`src/rtl/weight_fetch_ctrl.sv`:
```
// weight_fetch_ctrl
// Fetches a run of bytes from a fixed-latency memory starting at a base
// address and streams them out through a small FIFO with valid/ready.
// Requests are credit-limited so every outstanding response is guaranteed
// a FIFO slot.
//
// Ports
//   clk, rst_n             clock, async active-low reset
//   start                  one-cycle job launch (accepted only when idle)
//   base_addr, num_words   job parameters, captured on accepted start
//   busy, done             job in progress / one-cycle completion pulse
//   req_valid, req_addr    memory read request
//   resp_valid, resp_data  memory read response (one cycle after request)
//   out_valid, out_data,
//   out_last, out_ready    output byte stream
//
// state   | meaning
// --------+---------------------------------------------------------
// S_IDLE  | waiting for start
// S_FETCH | issuing reads while credit allows, streaming out
// S_DRAIN | all reads issued, emptying FIFO until the last byte pops
// S_FIN   | one-cycle done pulse, then back to idle

module weight_fetch_ctrl #(
  parameter int FIFO_DEPTH = 4,
  parameter int CNT_W      = 16
) (
  input  logic             clk,
  input  logic             rst_n,
  input  logic             start,
  input  logic [31:0]      base_addr,
  input  logic [CNT_W-1:0] num_words,
  output logic             busy,
  output logic             done,
  output logic             req_valid,
  output logic [31:0]      req_addr,
  input  logic             resp_valid,
  input  logic [7:0]       resp_data,
  output logic             out_valid,
  output logic [7:0]       out_data,
  output logic             out_last,
  input  logic             out_ready
);

  localparam int PTR_W = $clog2(FIFO_DEPTH);
  localparam int OCC_W = PTR_W + 1;
  localparam logic [OCC_W:0] DEPTH_L = (OCC_W + 1)'(FIFO_DEPTH);

  typedef enum logic [1:0] {
    S_IDLE  = 2'd0,
    S_FETCH = 2'd1,
    S_DRAIN = 2'd2,
    S_FIN   = 2'd3
  } state_t;

  state_t r_state;
  state_t w_next;

  logic [31:0]      r_base;
  logic [CNT_W-1:0] r_num;
  logic [CNT_W-1:0] r_issued;
  logic [CNT_W-1:0] r_popped;
  logic [OCC_W-1:0] r_inflight;
  logic [OCC_W-1:0] r_count;
  logic [PTR_W-1:0] r_wr;
  logic [PTR_W-1:0] r_rd;
  logic [7:0]       r_mem [FIFO_DEPTH];

  logic             w_accept;
  logic [OCC_W:0]   w_sum;
  logic             w_req;
  logic             w_push;
  logic             w_pop;
  logic             w_empty;
  logic             w_last;

  assign w_accept = (r_state == S_IDLE) && start;
  // Outstanding reads are counted against FIFO space so a response can
  // always be stored; there is no backpressure on the response side.
  assign w_sum    = {1'b0, r_count} + {1'b0, r_inflight};
  assign w_req    = (r_state == S_FETCH) && (r_issued < r_num) && (w_sum < DEPTH_L);
  // A response with nothing outstanding (e.g. left over from before a
  // reset) is dropped.
  assign w_push   = resp_valid && (r_inflight != '0);
  assign w_empty  = (r_count == '0);
  assign w_pop    = !w_empty && out_ready;
  assign w_last   = !w_empty && (r_popped == (r_num - CNT_W'(1)));

  assign req_valid = w_req;
  assign req_addr  = r_base + 32'(r_issued);
  assign out_valid = !w_empty;
  assign out_data  = w_empty ? 8'h00 : r_mem[r_rd];
  assign out_last  = w_last;

  always_ff @(posedge clk or negedge rst_n) begin
    if (!rst_n) begin
      r_state <= S_IDLE;
    end else begin
      r_state <= w_next;
    end
  end

  always_comb begin
    w_next = r_state;
    busy   = 1'b0;
    done   = 1'b0;
    case (r_state)
      S_IDLE: begin
        if (start) begin
          w_next = (num_words == '0) ? S_FIN : S_FETCH;
        end
      end
      S_FETCH: begin
        busy = 1'b1;
        if (r_issued == r_num) begin
          w_next = S_DRAIN;
        end
      end
      S_DRAIN: begin
        busy = 1'b1;
        if (w_pop && w_last) begin
          w_next = S_FIN;
        end
      end
      S_FIN: begin
        busy   = 1'b1;
        done   = 1'b1;
        w_next = S_IDLE;
      end
      default: w_next = S_IDLE;
    endcase
  end

  always_ff @(posedge clk or negedge rst_n) begin
    if (!rst_n) begin
      r_base   <= '0;
      r_num    <= '0;
      r_issued <= '0;
      r_popped <= '0;
    end else begin
      if (w_accept) begin
        r_base   <= base_addr;
        r_num    <= num_words;
        r_issued <= '0;
        r_popped <= '0;
      end else begin
        if (w_req) begin
          r_issued <= r_issued + CNT_W'(1);
        end
        if (w_pop) begin
          r_popped <= r_popped + CNT_W'(1);
        end
      end
    end
  end

  always_ff @(posedge clk or negedge rst_n) begin
    if (!rst_n) begin
      r_inflight <= '0;
    end else begin
      case ({w_req, w_push})
        2'b10:   r_inflight <= r_inflight + OCC_W'(1);
        2'b01:   r_inflight <= r_inflight - OCC_W'(1);
        default: r_inflight <= r_inflight;
      endcase
    end
  end

  always_ff @(posedge clk or negedge rst_n) begin
    if (!rst_n) begin
      r_count <= '0;
      r_wr    <= '0;
      r_rd    <= '0;
    end else begin
      if (w_push) begin
        r_wr <= r_wr + PTR_W'(1);
      end
      if (w_pop) begin
        r_rd <= r_rd + PTR_W'(1);
      end
      case ({w_push, w_pop})
        2'b10:   r_count <= r_count + OCC_W'(1);
        2'b01:   r_count <= r_count - OCC_W'(1);
        default: r_count <= r_count;
      endcase
    end
  end

  // Storage needs no reset: out_data is forced to zero while empty.
  always_ff @(posedge clk) begin
    if (w_push) begin
      r_mem[r_wr] <= resp_data;
    end
  end

endmodule

```
`config.mk`:
```
export PLATFORM = sky130hd
export DESIGN_NAME = weight_fetch_ctrl
export DESIGN_NICKNAME = d
export VERILOG_FILES = /design/src/rtl/weight_fetch_ctrl.sv
export SDC_FILE = /design/constraint.sdc
export NUM_CORES = 1
export LEC_CHECK = 0
export ABC_AREA = 1
export ABC_CLOCK_PERIOD_IN_PS = 4600
export CAP_MARGIN = 20
export CORE_MARGIN = 2
export CORE_UTILIZATION = 55
export DETAILED_ROUTE_END_ITERATION = 10
export HOLD_SLACK_MARGIN = 0.12
export MAX_ROUTING_LAYER = met4
export PLACE_DENSITY_LB_ADDON = 0.3
export SLEW_MARGIN = 20
export SYNTH_ARGS = -nofsm -noshare
export SYNTH_HDL_FRONTEND = slang
export SYNTH_SLANG_ARGS = --single-unit
```
`constraint.sdc`:
```
create_clock -name clk -period 4.6 [get_ports clk]
set_input_delay 0.46 -clock clk [delete_from_list [all_inputs] [get_ports clk]]
set_output_delay 0.46 -clock clk [all_outputs]
set_load 0.005 [all_outputs]
```
== Yosys cells after proc, flatten, opt, wreduce, memory -nomap -nowiden ==
Memory sizes are Yosys's and may differ from the RTL's.
Index checks and enable logic that the tools add are counted.

* Flip-flop bits (word level): 92
* Bits in writable memories: 32
* Bits of input ports: 61
* Output and inout bits: 45
* Word-level logic and storage cells: 69
* Memories kept: 1

{| class="wikitable"
|+ Memory list
! name !! depth !! width !! rd ports !! clocked after memory_dff !! wr ports !! line !! text
|-
| r_mem || 4 || 8 || 1 || 0 || 1 || 67 || <nowiki>logic [7:0] r_mem [FIFO_DEPTH];</nowiki>
|}

* Add/sub/neg operators: 11
* Magnitude comparators: 2
* Equality and inequality tests: 12
* Mux-type cells: 16
* Reduce and logical (&&, ||, !) cells: 18

{| class="wikitable"
|+ Operators with widths
! cell !! number
|-
| two-way mux 16 bit || 4
|-
| adder 16 x 1 -> 16 bit, second input constant || 2
|-
| adder 32 x 16 -> 32 bit || 1
|-
| == test 16 bit || 2
|-
| zero test 16 bit || 1
|-
| < comparator 16 bit || 1
|-
| subtractor 16 x 1 -> 16 bit, second input constant || 1
|-
| one-hot mux 3 bit (2 select lines) || 2
|-
| == test 2 bit, second input constant || 4
|-
| two-way mux 2 bit || 4
|-
| two-way mux 8 bit || 1
|-
| one-hot mux 2 bit (4 select lines) || 1
|-
| nonzero test 2 bit || 4
|-
| logical AND 1 bit || 7
|-
| adder 3 x 1 -> 3 bit, second input constant || 2
|-
| == test 2 x 1 -> 1 bit, second input constant || 3
|-
| subtractor 3 x 1 -> 3 bit, second input constant || 2
|-
| adder 2 x 1 -> 2 bit, second input constant || 2
|-
| adder 3 x 3 -> 4 bit || 1
|-
| < comparator 4 x 3 -> 1 bit, second input constant || 1
|-
| two-way mux 1 bit || 4
|-
| inequality test 2 bit, second input constant || 2
|-
| zero test 3 bit || 1
|-
| AND reduction 3 bit || 1
|-
| 5 further kinds || 5
|}

== Depth between registers and ports, before layout ==
Gate-level depths: netlist of the first run.

* Depth in word-level cells: 6
* Gate-level depth with buffers: 16
* Mapped depth without buffers: 16

== Worst setup path before layout of the first run ==
OpenSTA, ideal clock, no wires.

* Path kind: reg2out
* Start: reg r_issued[0]
* End: out req_addr[28]
* Arrival time: 1996 ps
* Required time: 4140 ps
* Path slack: 2144 ps
* Stages on the path, launching flop included: 13
* Buffers on the path: 0
* Cell sequence: dfrtp_1 > ha_1 > inv_1 > fa_1 > o21ai_2 > a21oi_2 > o21ai_2 > nand2_1 > nand2_2 > nand2_2 > nor2_2 > nand2_1 > xor2_1

* Cells in the longest elaborated chain, start to end: 1

{| class="wikitable"
|+ Ends and longest elaborated chain
! item !! line !! text
|-
| start: declaration || 61 || <nowiki>logic [CNT_W-1:0] r_issued;</nowiki>
|-
| start signal: assignment || 148 || <nowiki>r_issued <= r_issued + CNT_W'(1);</nowiki>
|-
| adder 32 x 16 -> 32 bit || 90 || <nowiki>assign req_addr = r_base + 32'(r_issued);</nowiki>
|-
| end: declaration || 36 || <nowiki>output logic [31:0] req_addr,</nowiki>
|}

Every way passes these cells.

== Worst setup path after layout of the first run ==
Ends and elaborated chain as after synthesis.

==> insert_results.sql, run 1 <==
INSERT INTO impl_metrics (metric_group, metric, value, unit) VALUES
('logic_synthesis', 'asyncSetResetFlopFracSynth', '0.7419', ''),
('sta', 'relSlewSlack', '0.3132', ''),
('logic_synthesis', 'synthDistinctLibCells', '50', ''),
('clock_network', 'ctsLongestPathBuffers', '2', ''),
('sta', 'worst_slew_pin_slew', '1.030', 'ns'),
('routing', 'via_count', '6871', ''),
('clock_network', 'clock_root_buffer', 'sky130_fd_sc_hd__clkbuf_16', ''),
('final_layout', 'design.final.nets', '1207', ''),
('final_layout', 'antenna_cells', '0', ''),
('power_and_ir_drop', 'p_seq_frac', '0.312', ''),
('critical_path', 'critical_path_class', 'flop to output port', ''),
('sta', 'layout_min_cycle_time', '3.615', 'ns'),
('logic_synthesis', 'synth_top_flop_cell', 'sky130_fd_sc_hd__dfrtp_1', ''),
('critical_path', 'critical_path.max_fanout', '6', ''),
('final_layout', 'syn2layout_area_growth', '22.92', '%'),
('global_route', 'grt_first_pass_wirelength', '31870', 'um'),
('floorplanning', 'dieArea', '15250', 'um2'),
('run_status', 'outcome', 'completed', ''),
('critical_path', 'critical_path.max_stage_delay', '0.52', 'ns'),
('routing', 'dr.first_iter.drc_count', '545', ''),
('global_route', 'globalRouteTotalUtil', '0.2798', ''),
('final_layout', 'num-fill-cells', '1094', ''),
('power_and_ir_drop', 'pwr_density_cell', '622.5', 'nW/um2'),
('clock_network', 'post_cts_resize_count', '0', ''),
('global_route', 'grt_start_max_net_pins', '65', ''),
('routing', 'routed_via_density', '5.339', ''),
('logic_synthesis', 'number_of_synthesis_warnings', '0', ''),
('sta', 'rsz_0062_raised_after_global_routing', 'no', ''),
('clock_network', 'post-cts-setup-buffers', '0', ''),
('critical_path', 'critPathArrivalTime', '3.15', 'ns'),
('power_and_ir_drop', 'share_clk_of_total_power', '0.222', ''),
('clock_network', 'cts_num_sinks', '124', ''),
('critical_path', 'path_delay_family', 'buffers and inverters', ''),
('logic_synthesis', 'edff_count_synth', '32', ''),
('floorplanning', 'number_of_top_level_design_ports', '106', ''),
('hold_path', 'type_of_the_worst_min_delay_path', 'primary input to async pin', ''),
('sta', 'finClkSkew', '0.009454', 'ns'),
('critical_path', 'critical_path_buf_inv_count', '2', ''),
('global_route', 'first_global_vias', '6715', ''),
('sta', 'max_freq', '0.2766', 'GHz'),
('clock_network', 'clk_transition_reported_paths', '0.06', 'ns'),
('critical_path', 'cp-end-kind', 'output port', ''),
('final_layout', 'sequential_cell_area', '3263', 'um2'),
('logic_synthesis', 'synth.net_count', '1099', ''),
('floorplanning', 'fp.coreArea', '13930', 'um2'),
('critical_path', 'critical-path-slowest-cell', 'sky130_fd_sc_hd__clkdlybuf4s50_1', ''),
('place', 'post_dp_cell_area', '9072', 'um2'),
('sta', 'final_critical_path_setup_slack', '0.9851', 'ns'),
('floorplanning', 'start_util', '0.5636', ''),
('power_and_ir_drop', 'worst_ir_drop_vdd', '0.3879', 'mV'),
('sta', 'timing_hold_violations_final', '0', ''),
('global_route', 'antenna_found_initial', '0', ''),
('logic_synthesis', 'postSynthRegisterBits', '124', ''),
('place', 'io_buffers', '105', ''),
('global_route', 'grt_busiest_layer', 'met2', ''),
('final_layout', 'multi_input_gate_area', '4076', 'um2'),
('logic_synthesis', 'synthCells', '987', ''),
('critical_path', 'critPathLaunchType', 'flop', ''),
('routing', 'wire_per_inst', '14.96', 'um'),
('sta', 'final.setup.tns', '0', 'ns'),
('place', 'dp_cells', '1256', ''),
('place', 'place_congestion', '0.9453', ''),
('floorplanning', 'chipHeight', '123.5', 'um'),
('final_layout', 'fraction_of_final_layout_cells_with_drive_strength_greater_than_1', '0.07046', ''),
('global_route', 'grt_overflow', '0', ''),
('clock_network', 'cts_tree', 'yes', ''),
('floorplanning', 'floorplan.rows', '43', ''),
('global_route', 'met2_track_demand_over_resource_in_global_routing', '0.4451', ''),
('global_route', 'groute.layer.met3.usage', '0.06089', ''),
('final_layout', 'finalNonFillerCells', '1287', ''),
('routing', 'total_drc_errors_in_the_routed_layout', '0', '');
## cells in the mapped netlist, drive strengths merged, types with 3 or more instances
master,instances,area (um2)
a21oi,52,267.8
buf,4,20.02
clkbuf,14,52.55
dfrtp,92,2302
edfxtp,32,960.9
fa,3,60.06
ha,48,600.6
inv,116,435.4
nand2,267,1027
nand3,43,245.2
nand3b,5,37.54
nand4,18,125.1
nor2,113,484.2
nor3,17,85.08
nor4,7,65.06
o21ai,78,401.6
xnor2,18,157.7
xor2,40,350.3
## path summary, 6_finish.rpt
| kind | from | cells past startpoint | slack [ns] | endpoint |
|---|---|---|---|---|
| max | r_issued[0] | 13 | 0.99 | req_addr[28] |
| min | rst_n | 1 | 0.1 | r_popped[3] |
| max reg2reg | r_num[3] | 14 | 1.97 | r_inflight[2] |
| min reg2reg | r_base[14] | 2 | 0.49 | r_base[14] |
| max in group asynchronous | rst_n | 2 | 3.54 | r_base[28] |
| min in group clk | r_base[14] | 2 | 0.49 | r_base[14] |
## cells in the final DEF, fill, tap and decap left out, drive strengths merged, types with 20 or more instances in the layout
cell / synthesis / final
inv: 116 / 117
o21ai: 78 / 78
nand2: 267 / 267
clkdlybuf4s50: 0 / 104
ha: 48 / 48
edfxtp: 32 / 32
a21oi: 52 / 52
clkbuf: 14 / 20
dfrtp: 92 / 92
nor2: 113 / 113
nand3: 43 / 43
xor2: 40 / 40
## worst register-to-register path, stage by stage, from the launching register on
cell                       delay, ns
sky130_fd_sc_hd__dfrtp_1        0.43
sky130_fd_sc_hd__inv_1          0.10
sky130_fd_sc_hd__ha_1           0.30
sky130_fd_sc_hd__inv_1          0.05
sky130_fd_sc_hd__o31ai_1        0.22
sky130_fd_sc_hd__nand2_1        0.09
sky130_fd_sc_hd__o211ai_1       0.09
sky130_fd_sc_hd__nand2_1        0.08
sky130_fd_sc_hd__nand2_1        0.16
sky130_fd_sc_hd__ha_1           0.17
sky130_fd_sc_hd__inv_1          0.06
sky130_fd_sc_hd__fa_1           0.37
sky130_fd_sc_hd__a21oi_1        0.14
sky130_fd_sc_hd__o21ai_0        0.11
sky130_fd_sc_hd__xnor2_1        0.13
## through the flow
stage | hold slack [ns] | utilization
finish | 0.09896 | 0.6928
global route | 0.1623 | 0.6928
CTS | 0.1245 | 0.6928
detailed placement | 0.4755 | 0.6511
global placement | 0.4725 | 0.6511
floorplan | 0.1644 | -
## cell families after synthesis
family,after synthesis,share of synthesized area
compound gates,143,0.09957
fa+ha+maj,51,0.08412
buf+inv,135,0.06580
simple gates,475,0.2675
xor+xnor,59,0.06755
flops,124,0.4155
## power groups by stage
stage	Combinational [mW]	Clock, mW	Sequential (mW)
global placement	2.72	0	1.87
floorplan	1.81	0	1.74
CTS	2.81	1.35	1.87
finish	2.80	1.34	1.87
global route	3.17	1.40	1.92
detailed placement	2.76	0	1.88
## state kept, by name (all words and copies together), names as in the netlist
name        flops
r_base         32
r_count         3
r_popped       16
r_state         2
r_inflight      3
r_wr            2
r_num          16
r_mem          32
r_rd            2
r_issued       16
## cell type report
cell class / instances / share of cell area
Clock buffer: 20 / 0.04523
Clock inverter: 11 / 0.01503
Inverter: 117 / 0.04601
Multi-Input combinational cell: 728 / 0.4222
Sequential cell: 124 / 0.3380
Tap cell: 180 / 0.02333
Timing Repair Buffer: 107 / 0.1102
## layer usage
layer | vias up | part of all wire
met2 | 250 | 0.47
met3 | 42 | 0.059
met1 | 3150 | 0.45
met5 | - | 0
met4 | 0 | 0.027
li1 | 3429 | -
No activity file was read; power rests on OpenSTA's default activity.
==> inputs of run 2 (changes only) <==
--- a/config.mk
+++ b/config.mk
@@ -6,7 +6,7 @@
 export NUM_CORES = 1
 export LEC_CHECK = 0
 export ABC_AREA = 1
-export ABC_CLOCK_PERIOD_IN_PS = 4600
+export ABC_CLOCK_PERIOD_IN_PS = 3400
 export CAP_MARGIN = 20
 export CORE_MARGIN = 2
 export CORE_UTILIZATION = 55
==> constraint.sdc (replaced) <==
create_clock -name clk -period 3.4 [get_ports clk]
set_input_delay 0.34 -clock clk [delete_from_list [all_inputs] [get_ports clk]]
set_output_delay 0.34 -clock clk [all_outputs]
set_load 0.005 [all_outputs]
==> run 2 against run 1 <==
  * Sequential power up 38%
  * Cell count is 1.2% higher
  * Clock skew shrank 0.0031 ns
  * Combinational power grew 40%
  * Die area unchanged
  * Sequential share of layout area shrank 1.1 points
  * Register-to-register slack got worse by 1.3 ns
  * Via count grew 2.6%
  * Critical endpoint is now req_addr[30]
  * Largest cell class unchanged
  * Largest power group unchanged
==> insert_results.sql, run 2 (synthesized netlist as in run 1, its figures left out) <==
INSERT INTO impl_metrics (metric_group, metric, value, unit) VALUES
('run_status', 'outcome', 'completed', ''),
('routing', 'wire_per_inst', '15.18', 'um'),
('critical_path', 'critical_path_class', 'flop to output port', ''),
('final_layout', 'design.final.nets', '1221', ''),
('floorplanning', 'number_of_top_level_design_ports', '106', ''),
('critical_path', 'worst_ep_required_time', '3.06', 'ns'),
('global_route', 'antenna_found_initial', '0', ''),
('final_layout', 'mostFrequentLayoutCell', 'sky130_fd_sc_hd__nand2_1', ''),
('final_layout', 'largest_registers', 'r_base: 32 flops, r_mem: 32 flops', ''),
('power_and_ir_drop', 'worst_ir_drop_vdd', '0.4638', 'mV'),
('routing', 'wirelength', '19760', 'um'),
('place', 'dp_cells', '1260', ''),
('final_layout', 'most-common-layout-cells', 'sky130_fd_sc_hd__nand2_1 (257), sky130_fd_sc_hd__inv_1 (107), sky130_fd_sc_hd__clkdlybuf4s50_1 (103), sky130_fd_sc_hd__nor2_1 (99), sky130_fd_sc_hd__dfrtp_1 (86)', ''),
('clock_network', 'clock_insertion_delay_worst_skew', '0.42', 'ns'),
('floorplanning', 'chipHeight', '123.5', 'um'),
('power_and_ir_drop', 'netSwitchingFraction', '0.3964', ''),
('final_layout', 'num-fill-cells', '1065', ''),
('routing', 'routed_via_density', '5.416', ''),
('hold_path', 'min_delay_path_depth', '3', ''),
('critical_path', 'cp-end-kind', 'output port', ''),
('critical_path', 'critPathArrivalTime', '2.94', 'ns'),
('power_and_ir_drop', 'pwr_density_cell', '851.9', 'nW/um2'),
('critical_path', 'reg2reg_to', 'r_inflight[2]', ''),
('sta', 'timing_hold_violations_final', '0', ''),
('critical_path', 'critical_path.max_fanout', '4', ''),
('clock_network', 'clk_transition_reported_paths', '0.05', 'ns'),
('critical_path', 'timing.rr.start', 'r_num[3]', ''),
('critical_path', 'reg2reg_depth', '14', ''),
('global_route', 'grt_first_pass_wirelength', '31750', 'um'),
('global_route', 'globalRouteTotalUtil', '0.2788', ''),
('global_route', 'grt_start_max_net_pins', '76', ''),
('sta', 'setup_viol_count_final', '0', ''),
('global_route', 'first_global_vias', '6850', ''),
('floorplanning', 'dieArea', '15250', 'um2'),
('power_and_ir_drop', 'p_seq_frac', '0.304', ''),
('place', 'post_dp_cell_area', '9102', 'um2'),
('job', 'max_cap_violations', '0', ''),
('floorplanning', 'floorplan.rows', '43', ''),
('floorplanning', 'die_x', '123.5', 'um'),
('sta', 'relSlewSlack', '0.3612', ''),
('sta', 'max_freq', '0.3053', 'GHz'),
('clock_network', 'cts_num_sinks', '124', ''),
('final_layout', 'antenna_cells', '0', ''),
('critical_path', 'critPathLaunchType', 'flop', ''),
('clock_network', 'clock_root_buffer', 'sky130_fd_sc_hd__clkbuf_16', ''),
('hold_path', 'hp-start', 'base_addr[13]', ''),
('clock_network', 'cts_buffer_count', '17', ''),
('sta', 'layout_min_cycle_time', '3.276', 'ns'),
('power_and_ir_drop', 'share_clk_of_total_power', '0.234', ''),
('sta', 'final_min_period_over_clock_period', '0.9635', ''),
('hold_path', 'type_of_the_worst_min_delay_path', 'primary input to flop', ''),
('power_and_ir_drop', 'internal_power', '5.138', 'mW'),
('routing', 'dr.first_iter.drc_count', '576', ''),
('sta', 'finClkSkew', '0.006316', 'ns'),
('clock_network', 'ctsLongestPathBuffers', '2', ''),
('sta', 'worst_slew_pin_slew', '0.9581', 'ns'),
('place', 'place_congestion', '0.9540', ''),
('final_layout', 'syn2layout_area_growth', '27.23', '%'),
('power_and_ir_drop', 'total_switching_power', '3.374', 'mW'),
('routing', 'via_count', '7051', ''),
('place', 'place.detailed.hpwl', '14120', 'um'),
('routing', 'number_of_nets_with_antenna_violations_after_routing', '0', ''),
('floorplanning', 'start_util', '0.5636', ''),
('floorplanning', 'fp.coreArea', '13930', 'um2'),
('final_layout', 'finalNonFillerCells', '1302', ''),
('hold_path', 'worstHoldEndpoint', 'r_base[13]', ''),
('place', 'io_buffers', '105', ''),
('clock_network', 'htree_levels', '4', ''),
('routing', 'total_drc_errors_in_the_routed_layout', '0', ''),
('sta', 'number_of_max_slew_violations_in_the_final_report', '0', ''),
('power_and_ir_drop', 'comb_power_share', '0.462', ''),
('final_layout', 'fraction_of_final_layout_cells_with_drive_strength_greater_than_1', '0.1016', ''),
('global_route', 'grt_overflow', '0', ''),
('sta', 'final.setup.tns', '0', 'ns'),
('clock_network', 'cts_tree', 'yes', ''),
('routing', 'drtPass1Iterations', '5', ''),
('critical_path', 'r2r_setup_slack', '0.66', 'ns'),
('final_layout', 'postLayoutCellArea', '9992', 'um2'),
('power_and_ir_drop', 'leakagePower', '4.576', 'nW');
==> run 2: cell type report <==
cell class / instances / area [um2] / area share
clock buffers: 21 / 450.4 / 0.04508
clock inverters: 11 / 192.7 / 0.01928
repair buffers: 121 / 1174 / 0.1175
flip-flops and latches: 124 / 3271 / 0.3273
inverters: 117 / 444.2 / 0.04445
multi-input cells: 728 / 4235 / 0.4239
well taps: 180 / 225.2 / 0.02254
==> run 2: metal layers <==
metal,track usage,share of wire,vias to the layer above
met1,0.3440,0.43,3300
met3,0.05489,0.063,41
met4,0.1108,0.023,0
met2,0.4519,0.48,247
li1,-,-,3463
met5,-,0,-
==> run 2: critical path, stage by stage (launching register included) <==
cell and delay (ns):
sky130_fd_sc_hd__dfrtp_1 0.36, sky130_fd_sc_hd__ha_1 0.15, sky130_fd_sc_hd__inv_1 0.06, sky130_fd_sc_hd__fa_2 0.36, sky130_fd_sc_hd__o21ai_2 0.19, sky130_fd_sc_hd__a21oi_2 0.10
sky130_fd_sc_hd__o21ai_2 0.16, sky130_fd_sc_hd__nand2_1 0.10, sky130_fd_sc_hd__nand2_4 0.12, sky130_fd_sc_hd__buf_4 0.12, sky130_fd_sc_hd__nand4_1 0.09, sky130_fd_sc_hd__xor2_1 0.16
sky130_fd_sc_hd__clkdlybuf4s50_1 0.53
==> run 2: stage by stage <==
stage / hold WS [ns] / total power [mW] / setup slack, ns / utilization
after CTS: 0.4369 / 8.369 / 0.01323 / 0.7010
after floorplan: 0.04441 / 4.805 / 1.031 / -
after global routing: 0.4531 / 9.162 / -0.06669 / 0.7171
after global placement: 0.4720 / 6.230 / 0.4219 / 0.6532
after detailed placement: 0.4717 / 6.317 / 0.3699 / 0.6532
final: 0.4481 / 8.512 / 0.1241 / 0.7171
==> run 2: worst max-delay path by stage <==
stage	from	endpoint	slack, ns	cells past startpoint
floorplan	r_num[3]	r_inflight[2]	1.03	14
global placement	r_issued[0]	req_addr[28]	0.42	13
detailed placement	r_issued[0]	req_addr[28]	0.37	13
CTS	r_base[0]	req_addr[28]	0.01	13
global route	r_base[0]	req_addr[30]	-0.07	12
finish	r_base[0]	req_addr[30]	0.12	12
==> run 2: timing repair <==
item	4_1_cts	5_1_grt
endpoints found under the hold margin	47	0
setup endpoints to repair	2	17
buffers inserted	1	8
hold buffers	1	0
pin swaps	1	6
gates resized for setup	1	27
==> run 2: power groups by stage <==
stage,registers [mW],logic [mW],clock network (mW)
global placement,2.54,3.69,0
finish,2.58,3.93,1.99
detailed placement,2.55,3.76,0
CTS,2.53,3.83,2.01
floorplan,2.36,2.45,0
global route,2.64,4.44,2.08
==> inputs of run 3 (changes only) <==
--- a/config.mk
+++ b/config.mk
@@ -5,11 +5,12 @@
 export SDC_FILE = /design/constraint.sdc
 export NUM_CORES = 1
 export LEC_CHECK = 0
-export ABC_AREA = 1
 export ABC_CLOCK_PERIOD_IN_PS = 3400
 export CAP_MARGIN = 20
+export CELL_PAD_IN_SITES_DETAIL_PLACEMENT = 2
+export CELL_PAD_IN_SITES_GLOBAL_PLACEMENT = 2
 export CORE_MARGIN = 2
-export CORE_UTILIZATION = 55
+export CORE_UTILIZATION = 35
 export DETAILED_ROUTE_END_ITERATION = 10
 export HOLD_SLACK_MARGIN = 0.12
 export MAX_ROUTING_LAYER = met4
==> run 3 against run 2 <==
  * The flow now finishes with violations (negative setup slack)
  * Synthesized cell count decreased by 24%
  * Critical path depth increased by 3
  * Utilization decreased by 24 points
  * Global-route usage decreased by 4.6 points
  * Critical path type unchanged
  * Critical endpoint unchanged
  * Largest cell class unchanged
  * Largest power group is now registers
  * Highest routed layer unchanged
==> insert_results.sql, run 3 <==
INSERT INTO impl_metrics (metric_group, metric, value, unit) VALUES
('run_status', 'outcome', 'finished with violations', ''),
('run_status', 'violations_in_the_final_reports', 'negative setup slack', ''),
('floorplanning', 'dieArea', '22010', 'um2'),
('routing', 'drtPass1Iterations', '4', ''),
('sta', 'final_critical_path_setup_slack', '-0.1010', 'ns'),
('power_and_ir_drop', 'netSwitchingFraction', '0.3094', ''),
('critical_path', 'critPathArrivalTime', '3.16', 'ns'),
('sta', 'final_min_period_over_clock_period', '1.030', ''),
('floorplanning', 'die_x', '148.4', 'um'),
('power_and_ir_drop', 'share_clk_of_total_power', '0.390', ''),
('sta', 'timing_hold_violations_final', '0', ''),
('power_and_ir_drop', 'finalPower', '4.792', 'mW'),
('critical_path', 'critPathLaunchType', 'flop', ''),
('routing', 'total_drc_errors_in_the_routed_layout', '0', ''),
('critical_path', 'critical_path.max_fanout', '5', ''),
('clock_network', 'clock_insertion_delay_worst_skew', '0.43', 'ns'),
('floorplanning', 'floorplan.rows', '52', ''),
('global_route', 'use_met1', '0.2641', ''),
('power_and_ir_drop', 'p_seq_frac', '0.401', ''),
('global_route', 'met2_track_demand_over_resource_in_global_routing', '0.4255', ''),
('final_layout', 'largest_registers', 'r_base: 32 flops, r_mem: 32 flops', ''),
('global_route', 'groute.layer.met3.usage', '0.03681', ''),
('power_and_ir_drop', 'leakagePower', '4.483', 'nW'),
('sta', 'relSlewSlack', '0.3672', ''),
('global_route', 'globalRouteTotalUtil', '0.2328', ''),
('logic_synthesis', 'syn-cell-area', '7293', 'um2'),
('logic_synthesis', 'number_of_synthesis_warnings', '0', ''),
('sta', 'rsz_0062_raised_after_global_routing', 'yes', ''),
('hold_path', 'min_delay_path_depth', '3', ''),
('global_route', 'grt_overflow', '0', ''),
('sta', 'final.hold.worst_slack', '0.4383', 'ns'),
('clock_network', 'cts_tree', 'yes', ''),
('sta', 'setup_viol_count_final', '6', ''),
('floorplanning', 'fp.coreArea', '20360', 'um2'),
('critical_path', 'timing.rr.start', 'r_issued[1]', ''),
('place', 'dp_slack', '-0.1868', 'ns'),
('clock_network', 'clk_transition_reported_paths', '0.06', 'ns'),
('final_layout', 'finish.utilization', '0.4803', ''),
('power_and_ir_drop', 'total_switching_power', '1.483', 'mW'),
('logic_synthesis', 'asyncSetResetFlopFracSynth', '0.7419', ''),
('routing', 'dr.first_iter.drc_count', '226', ''),
('final_layout', 'design.final.nets', '1005', ''),
('power_and_ir_drop', 'worst_ir_drop_vdd', '0.3813', 'mV'),
('place', 'place_congestion', '0.8291', ''),
('clock_network', 'cts_num_sinks', '124', ''),
('power_and_ir_drop', 'internal_power', '3.310', 'mW'),
('final_layout', 'syn2layout_area_growth', '34.12', '%'),
('clock_network', 'htree_levels', '4', ''),
('sta', 'layout_min_cycle_time', '3.501', 'ns'),
('logic_synthesis', 'synth.net_count', '862', ''),
('logic_synthesis', 'synthesized_area_fraction_occupied_by_and_or_nand_nor_cells', '0.2052', ''),
('place', 'io_buffers', '105', ''),
('sta', 'worst_slew_pin_slew', '0.9493', 'ns'),
('final_layout', 'fraction_of_final_layout_cells_with_drive_strength_greater_than_1', '0.1810', ''),
('logic_synthesis', 'synth_top_flop_cell', 'sky130_fd_sc_hd__dfrtp_1', ''),
('hold_path', 'worstHoldEndpoint', 'r_base[15]', ''),
('global_route', 'grt_first_pass_wirelength', '38550', 'um'),
('logic_synthesis', 'synthDistinctLibCells', '61', ''),
('critical_path', 'critical_path_class', 'flop to output port', ''),
('critical_path', 'reg2reg_to', 'r_inflight[2]', ''),
('final_layout', 'mostFrequentLayoutCell', 'sky130_fd_sc_hd__nand2_1', ''),
('routing', 'via_count', '6159', ''),
('sta', 'max_freq', '0.2856', 'GHz'),
('final_layout', 'antenna_cells', '0', ''),
('routing', 'routed_via_density', '5.237', ''),
('critical_path', 'cp-end-kind', 'output port', ''),
('logic_synthesis', 'edff_count_synth', '32', ''),
('logic_synthesis', 'seq_area_frac_synth', '0.4474', ''),
('clock_network', 'clock_root_buffer', 'sky130_fd_sc_hd__clkbuf_16', ''),
('logic_synthesis', 'synth_top_cell_area_share', '0.3157', ''),
('clock_network', 'cts_buffer_count', '17', ''),
('final_layout', 'num-fill-cells', '2065', ''),
('global_route', 'grt_start_max_net_pins', '69', ''),
('logic_synthesis', 'largest_family_of_logic_cells_by_synthesized_area', 'simple AND/OR/NAND/NOR gates', ''),
('hold_path', 'type_of_the_worst_min_delay_path', 'primary input to flop', ''),
('place', 'place.detailed.hpwl', '16360', 'um'),
('logic_synthesis', 'synthMuxAreaShare', '0.03843', ''),
('global_route', 'first_global_vias', '7058', ''),
('logic_synthesis', 'synth_area_per_cell', '9.724', 'um2'),
('logic_synthesis', 'ys_top_cells_by_count', 'sky130_fd_sc_hd__nand2_1 (147), sky130_fd_sc_hd__dfrtp_1 (92), sky130_fd_sc_hd__xnor2_1 (51)', ''),
('logic_synthesis', 'synth.largest_area_cell', 'sky130_fd_sc_hd__dfrtp_1', ''),
('logic_synthesis', 'postSynthRegisterBits', '124', ''),
('global_route', 'antenna_found_initial', '0', ''),
('logic_synthesis', 'synth.top_cells.by_area', 'sky130_fd_sc_hd__dfrtp_1 (32%), sky130_fd_sc_hd__edfxtp_1 (13%), sky130_fd_sc_hd__ha_1 (8.2%)', ''),
('sta', 'finClkSkew', '0.01186', 'ns'),
('final_layout', 'most-common-layout-cells', 'sky130_fd_sc_hd__nand2_1 (147), sky130_fd_sc_hd__dfrtp_1 (84), sky130_fd_sc_hd__clkdlybuf4s50_1 (81), sky130_fd_sc_hd__ha_1 (44), sky130_fd_sc_hd__xnor2_1 (43)', ''),
('floorplanning', 'number_of_top_level_design_ports', '106', ''),
('critical_path', 'r2r_setup_slack', '0.27', 'ns'),
('critical_path', 'reg2reg_depth', '15', ''),
('routing', 'wire_per_inst', '20.22', 'um'),
('hold_path', 'hp-start', 'base_addr[15]', ''),
('logic_synthesis', 'synth_compound_gate_area_share', '0.09367', ''),
('power_and_ir_drop', 'pwr_density_cell', '489.9', 'nW/um2'),
('logic_synthesis', 'adder_cell_area_share_of_the_yosys_netlist', '0.09058', ''),
('sta', 'number_of_max_slew_violations_in_the_final_report', '0', ''),
('routing', 'number_of_nets_with_antenna_violations_after_routing', '0', ''),
('power_and_ir_drop', 'comb_power_share', '0.209', ''),
('logic_synthesis', 'synthMostInstantiatedCell', 'sky130_fd_sc_hd__nand2_1', ''),
('global_route', 'grt_busiest_layer', 'met2', ''),
('logic_synthesis', 'synth-xor-area-share', '0.08646', ''),
('routing', 'wirelength', '23780', 'um'),
('critical_path', 'worst_ep_required_time', '3.06', 'ns'),
('clock_network', 'ctsLongestPathBuffers', '2', ''),
('floorplanning', 'start_util', '0.3581', ''),
('job', 'max_cap_violations', '0', ''),
('floorplanning', 'chipHeight', '148.4', 'um'),
('logic_synthesis', 'synthCells', '750', '');
[run 3: cell count changes after synthesis, moves of 10 or more]
| cell | change |
|---|---|
| sky130_fd_sc_hd__nand3_1 | -13 |
| sky130_fd_sc_hd__nor2b_1 | +12 |
| sky130_fd_sc_hd__nand2_1 | -112 |
| sky130_fd_sc_hd__o21ai_0 | -35 |
| sky130_fd_sc_hd__and3_1 | +13 |
| sky130_fd_sc_hd__nor2_1 | -60 |
| sky130_fd_sc_hd__mux2i_1 | +10 |
| sky130_fd_sc_hd__nor3_1 | -12 |
| sky130_fd_sc_hd__xor2_1 | -19 |
| sky130_fd_sc_hd__a21oi_1 | -22 |
| sky130_fd_sc_hd__xnor2_1 | +33 |
| sky130_fd_sc_hd__inv_1 | -63 |
[run 3: metrics by stage]
step / instances / cell area [um2] / TNS [ns]
detailed placement: 1111 / 8670 / -0.8684
global placement: 1111 / 8670 / 0
floorplan: 750 / 7293 / 0
global route: 1176 / 9782 / -1.758
CTS: 1169 / 9643 / -1.007
finish: 1176 / 9782 / -0.3146
[run 3: cells by family after synthesis]
family	after synthesis
compound gates	106
flops	124
xor+xnor	72
simple gates	309
buf+inv	70
mux	18
fa+ha+maj	51
[run 3: how the worst max path moves through the flow]
stage                      from            end  slack, ns  cells past startpoint
finish              r_issued[0]   req_addr[30]      -0.10                     15
global route        r_issued[0]   req_addr[30]      -0.27                     15
CTS                 r_issued[0]   req_addr[20]      -0.18                     15
detailed placement    r_base[0]   req_addr[18]      -0.19                     13
global placement      r_base[0]   req_addr[28]       0.06                     13
floorplan              r_num[1]  r_inflight[1]       0.59                     13
[run 3: power by group through the flow]
stage	logic (mW)	registers, mW	clock network, mW
floorplan	0.604	1.84	0
global placement	0.916	1.93	0
detailed placement	0.998	1.95	0
CTS	1.03	1.93	1.91
global route	1.12	1.95	1.96
finish	1.00	1.92	1.87
[run 3: layout make-up]
| type | instances | area [um2] | area share |
|---|---|---|---|
| Inverter | 44 | 167.7 | 0.01714 |
| Sequential cell | 124 | 3273 | 0.3346 |
| Clock buffer | 17 | 425.4 | 0.04349 |
| Clock inverter | 15 | 168.9 | 0.01727 |
| Timing Repair Buffer | 150 | 1370 | 0.1401 |
| Multi-Input combinational cell | 556 | 4039 | 0.4129 |
| Tap cell | 270 | 337.8 | 0.03454 |
[run 3: what timing repair did]
item | CTS | global route
buffers inserted | 25 | 8
gates resized for setup | 96 | 32
endpoints found under the hold margin | 66 | 0
hold buffers | 1 | 0
pin swaps | 28 | 17
endpoints found under the setup margin | 25 | 23
[run 3: per-layer routing]
metal,up-vias,part of all wire
li1,2883,-
met1,3141,0.41
met2,106,0.55
met3,29,0.027
met4,0,0.017
met5,-,0
[run 3: critical path, cell delays in order (launching register included)]
cell	delay, ns
sky130_fd_sc_hd__dfrtp_1	0.37
sky130_fd_sc_hd__ha_2	0.20
sky130_fd_sc_hd__inv_2	0.04
sky130_fd_sc_hd__fa_2	0.34
sky130_fd_sc_hd__nor2b_2	0.14
sky130_fd_sc_hd__o31a_1	0.19
sky130_fd_sc_hd__nor2_2	0.07
sky130_fd_sc_hd__o21ai_2	0.18
sky130_fd_sc_hd__a21oi_2	0.11
sky130_fd_sc_hd__a311oi_2	0.29
sky130_fd_sc_hd__buf_4	0.21
sky130_fd_sc_hd__buf_4	0.13
sky130_fd_sc_hd__buf_6	0.09
sky130_fd_sc_hd__nand3_2	0.09
sky130_fd_sc_hd__xnor2_2	0.14
sky130_fd_sc_hd__buf_2	0.13
